`src/rtl/dmem_responder.sv`:
```
// Word-addressed data-memory slave with valid/ready request/response
// handshakes, configurable access latency and misalign/range error flagging.
module dmem_responder #(
  parameter int unsigned DEPTH_WORDS = 64,
  parameter int unsigned LATENCY     = 2,
  parameter logic [31:0] BASE_ADDR   = 32'h0
) (
  input  logic        clk,
  input  logic        reset,
  input  logic        req_valid,
  output logic        req_ready,
  input  logic        req_we,
  input  logic [31:0] req_addr,
  input  logic [31:0] req_wdata,
  output logic        rsp_valid,
  input  logic        rsp_ready,
  output logic [31:0] rsp_rdata,
  output logic        rsp_err
);

  localparam int unsigned AW = $clog2(DEPTH_WORDS);
  localparam logic [31:0] LIMIT = 32'(DEPTH_WORDS * 4);
  localparam logic [3:0] CNT_INIT = 4'(LATENCY - 1);

  typedef enum logic [1:0] {
    S_IDLE,
    S_WAIT,
    S_RESP
  } state_t;

  state_t      r_state;
  state_t      w_next;
  logic [3:0]  r_cnt;
  logic        r_gap;
  logic        r_we;
  logic [31:0] r_addr;
  logic [31:0] r_wdata;
  logic [31:0] r_rdata;
  logic        r_err;
  logic [31:0] r_mem [DEPTH_WORDS];

  logic          w_accept;
  logic          w_enter;
  logic          w_hs;
  logic          w_we;
  logic [31:0]   w_addr;
  logic [31:0]   w_wdata;
  logic [31:0]   w_off;
  logic          w_bad;
  logic [AW-1:0] w_idx;

  // r_gap keeps the port closed for one cycle after each response handshake
  assign req_ready = (r_state == S_IDLE) & reset & ~r_gap;
  assign w_accept  = req_valid & req_ready;
  assign rsp_valid = (r_state == S_RESP);
  assign rsp_rdata = r_rdata;
  assign rsp_err   = r_err;
  assign w_hs      = rsp_valid & rsp_ready;

  // With LATENCY=1 the access resolves on the accept edge itself
  assign w_we    = (r_state == S_IDLE) ? req_we    : r_we;
  assign w_addr  = (r_state == S_IDLE) ? req_addr  : r_addr;
  assign w_wdata = (r_state == S_IDLE) ? req_wdata : r_wdata;

  assign w_off = w_addr - BASE_ADDR;
  assign w_bad = (w_off[1:0] != 2'b00) | (w_off >= LIMIT);
  assign w_idx = w_off[AW+1:2];

  always_comb begin
    w_next  = r_state;
    w_enter = 1'b0;
    case (r_state)
      S_IDLE: begin
        if (w_accept) begin
          if (LATENCY == 1) begin
            w_next  = S_RESP;
            w_enter = 1'b1;
          end else begin
            w_next = S_WAIT;
          end
        end
      end
      S_WAIT: begin
        if (r_cnt == 4'd1) begin
          w_next  = S_RESP;
          w_enter = 1'b1;
        end
      end
      S_RESP: begin
        if (rsp_ready) w_next = S_IDLE;
      end
      default: w_next = S_IDLE;
    endcase
  end

  always_ff @(posedge clk or negedge reset) begin
    if (!reset) begin
      r_state <= S_IDLE;
      r_cnt   <= 4'd0;
      r_gap   <= 1'b0;
      r_we    <= 1'b0;
      r_addr  <= 32'd0;
      r_wdata <= 32'd0;
      r_rdata <= 32'd0;
      r_err   <= 1'b0;
    end else begin
      r_state <= w_next;
      r_gap   <= w_hs;
      if (w_accept) begin
        r_cnt   <= CNT_INIT;
        r_we    <= req_we;
        r_addr  <= req_addr;
        r_wdata <= req_wdata;
      end else if (r_state == S_WAIT) begin
        r_cnt <= r_cnt - 4'd1;
      end
      if (w_enter) begin
        r_err   <= w_bad;
        r_rdata <= (w_we | w_bad) ? 32'd0 : r_mem[w_idx];
      end else if (w_hs) begin
        r_err   <= 1'b0;
        r_rdata <= 32'd0;
      end
    end
  end

  always_ff @(posedge clk) begin
    if (w_enter & w_we & ~w_bad) r_mem[w_idx] <= w_wdata;
  end

endmodule

```
`config.mk`:
```
export PLATFORM = sky130hd
export DESIGN_NAME = dmem_responder
export DESIGN_NICKNAME = d
export VERILOG_FILES = /design/src/rtl/dmem_responder.sv
export SDC_FILE = /design/constraint.sdc
export NUM_CORES = 2
export LEC_CHECK = 0
export BUFFER_PORTS_ARGS = -buffer_cell sky130_fd_sc_hd__buf_2
export CORE_MARGIN = 10
export CORE_UTILIZATION = 31
export DETAILED_ROUTE_END_ITERATION = 10
export PLACE_DENSITY = 0.55
export SLEW_MARGIN = 20
export SYNTH_ARGS = -nofsm -noshare
export SYNTH_HDL_FRONTEND = slang
export SYNTH_SLANG_ARGS = --single-unit
```
`constraint.sdc`:
```
create_clock -name clk -period 6.1 [get_ports clk]
set_clock_uncertainty 0.15 [all_clocks]
set_input_delay 0.61 -clock clk [delete_from_list [all_inputs] [get_ports clk]]
set_output_delay 0.61 -clock clk [all_outputs]
set_load 0.005 [all_outputs]
```
==> impl_metrics.env <==
export IMPL_status="finished clean"
export IMPL_cts_setup_buffers=0
export IMPL_cts_sinks=2153
export IMPL_syn_num_nets=5223
export IMPL_async_reset_ff_frac=0.0488
export IMPL_cts_buffers=216
export IMPL_root_buffer="clkbuf_16"
export IMPL_via_count=53627
export IMPL_worstPathMaxFanout=28
export IMPL_via_per_inst=5.88
export IMPL_drtPass1Iterations=8
export IMPL_setup_violations_final=0
export IMPL_drive_gt1_frac=0.162
export IMPL_synth_top_area_share=0.764
export IMPL_ant_nets=0
export IMPL_p_total_mw=50.6
export IMPL_yosysTopAreaCell="edfxtp_1"
export IMPL_io_buffers=103
export IMPL_place_hpwl_um=186000
export IMPL_hold_viol_final=0
export IMPL_yosys_top_cells_area="edfxtp_1, o22ai_1, nand2_1"
export IMPL_area_growth_pct=18.1
export IMPL_synth_cells=5152
export IMPL_design_die_area_mm2=0.280
export IMPL_wl_per_cell_um=34.7
export IMPL_cp_end_kind="flip-flop"
export IMPL_postCtsHoldBufs=67
export IMPL_ys_seq_elements=2153
export IMPL_grt_remaining_overflow=0
export IMPL_cts_resized=0
export IMPL_synth_most_common_cell="edfxtp_1"
export IMPL_grt_pass1_vias=50570
export IMPL_critPathRequiredTime_ps=6750
export IMPL_clk_latency_ps=860
export IMPL_clk_pin_slew_ps=60
export IMPL_finalCriticalPeriod_ps=5270
export IMPL_cts_tree="built"
export IMPL_fp_row_count=186
export IMPL_io_pins=104
export IMPL_powerDensity_mw_per_mm2=533
export IMPL_cts_htree_levels=4
export IMPL_slew_viol_final=0
export IMPL_die_x_um=529
export IMPL_fill_cells=23831
export IMPL_synth_warnings=0
export IMPL_start_util=0.312
export IMPL_grt_max_degree=75
export IMPL_rsz0062_at_grt="no"
export IMPL_grt_pass1_wl_um=429000
export IMPL_critPathArrivalTime_ps=5930
export IMPL_place_congestion=0.921
export IMPL_p_leak_nw=31.0
export IMPL_remaining_drc_errors=0
export IMPL_holdCritPathClass="in2reg"
export IMPL_grtUsageTotal=0.217
export IMPL_synth_distinct_cells=69
export IMPL_drt_iter0_drc=9069
export IMPL_tightest_slew_ps=1250
export IMPL_grt_antenna_before_repair=37
export IMPL_die_h_um=529
export IMPL_ys_seq_area_frac=0.797
export IMPL_maxCapViolCount=0
export IMPL_synth_common_cells="edfxtp_1, nand2_1, o22ai_1"
export IMPL_fin_ws_ps=829
export IMPL_core_area_mm2=0.258
export IMPL_start_kind="flip-flop"
export IMPL_final_setup_tns_ps=0
export IMPL_ir_drop_mv=0.666
export IMPL_drt_wl_total_um=317000
export IMPL_synth_edff_count=2048
export IMPL_dp_worst_setup_slack_ps=1030
export IMPL_crit_type="reg2reg"
export IMPL_timing_final_crit_share=0.864
export IMPL_synth_area_mm2=0.0804
export IMPL_synth_flop_cell="edfxtp_1"
export IMPL_fmax_ghz=0.190
export IMPL_clockBufferDepth=3
export IMPL_avgSynthCellArea_um2=15.6
export IMPL_layout_nets=5607
export IMPL_relSlewSlack=0.157
[flip-flops by register name, indices dropped and copies added (netlist names)]
register / count
r_mem: 2048
r_state: 2
r_we: 1
r_gap: 1
r_wdata: 32
r_addr: 32
rsp_rdata: 32
r_cnt: 4
rsp_err: 1
[worst paths after layout]
| kind | from | endpoint | slack (ps) | depth (start not counted) |
|---|---|---|---|---|
| min in group asynchronous | reset | r_addr[30]$_DFFE_PN0P_ | 230 | 2 |
| max in group asynchronous | reset | rsp_rdata[9]$_DFFE_PN0P_ | 4000 | 3 |
| hold / removal | req_addr[3] | r_addr[3]$_DFFE_PN0P_ | 80 | 2 |
| hold reg to reg | rsp_rdata[1]$_DFFE_PN0P_ | rsp_rdata[1]$_DFFE_PN0P_ | 350 | 2 |
| setup reg to reg | r_state[0]$_DFFE_PN0P_ | rsp_rdata[27]$_DFFE_PN0P_ | 830 | 12 |
| setup / recovery | r_state[0]$_DFFE_PN0P_ | rsp_rdata[27]$_DFFE_PN0P_ | 830 | 12 |
[metrics by stage]
stage               utilization  hold WS [ps]  std cells  area, µm²
floorplan                     -           164       5152      80400
global route              0.369          77.1       9107      95000
finish                    0.369          77.4       9116      95000
detailed placement        0.339           328       8635      87400
CTS                       0.369          34.1       9106      95000
global placement          0.339           319       8635      87400
[critical path: stages, from the launching register on]
cell       delay [ps]
dfrtp_1           580
o21ba_1           520
a22oi_4           660
buf_12            320
buf_4             440
nor2_1             70
nor4_1            440
a21oi_1           280
buf_4             230
nor4_1           1000
buf_4             250
o2111ai_1         100
nand2_1           100
[placed cells by master (no fill, tap or decap), types with 13 or more instances in the layout]
cell | Yosys | final
a211oi_1 | 13 | 13
a21oi_1 | 283 | 281
a31oi_1 | 118 | 118
a32o_1 | 36 | 36
a32oi_1 | 17 | 17
and3_1 | 17 | 17
buf_12 | 0 | 38
buf_2 | 172 | 102
buf_4 | 19 | 266
bufinv_16 | 0 | 17
clkbuf_1 | 68 | 55
clkbuf_16 | 0 | 218
clkinv_1 | 0 | 54
clkinv_2 | 0 | 31
dfrtp_1 | 105 | 105
dlygate4sd3_1 | 0 | 67
edfxtp_1 | 2048 | 2048
mux2_2 | 71 | 70
mux2i_1 | 31 | 31
nand2_1 | 728 | 685
nand2_4 | 1 | 35
nand3_1 | 122 | 122
nor2_1 | 276 | 210
nor2_4 | 0 | 66
nor3_1 | 91 | 86
nor4_1 | 87 | 84
o2111ai_1 | 13 | 13
o21ai_0 | 27 | 27
o221ai_1 | 45 | 45
o22ai_1 | 517 | 517
o31ai_1 | 35 | 32
or4_1 | 15 | 15
[cell type report]
type	instances	area [µm²]	share of cell area
Sequential cell	2153	64100	0.675
Clock buffer	277	5720	0.0602
Multi-Input combinational cell	2686	15800	0.166
Antenna cell	10	25.0	0.000263
Inverter	5	18.8	0.000198
Tap cell	3384	4230	0.0446
Timing Repair Buffer	474	3950	0.0416
Clock inverter	127	1170	0.0123
[power breakdown]
| part | total, mW | switching (mW) | internal [mW] |
|---|---|---|---|
| combinational | 17.8 | 14.1 | 3.74 |
| sequential | 19.7 | 0.187 | 19.6 |
| clock | 13.1 | 5.76 | 7.34 |
[logic make-up after synthesis]
group	count (synthesis)	synth area share
buffers and inverters	313	0.0187
adders and majority gates	2	0.000311
AOI/OAI and AO/OA	1193	0.0956
xor gates and xnor gates	2	0.000218
DFF	2153	0.797
muxes	105	0.0144
and+or+nand+nor	1384	0.0736
[routing by layer]
| layer | GRT usage | vias up | share of wire |
|---|---|---|---|
| met2 | 0.324 | 3969 | 0.44 |
| met5 | 0 | - | 0.00060 |
| met3 | 0.0587 | 800 | 0.12 |
| met4 | 0.115 | 30 | 0.063 |
| met1 | 0.288 | 27725 | 0.38 |
| li1 | - | 21103 | - |
No activity file was read; power rests on OpenSTA's default activity.
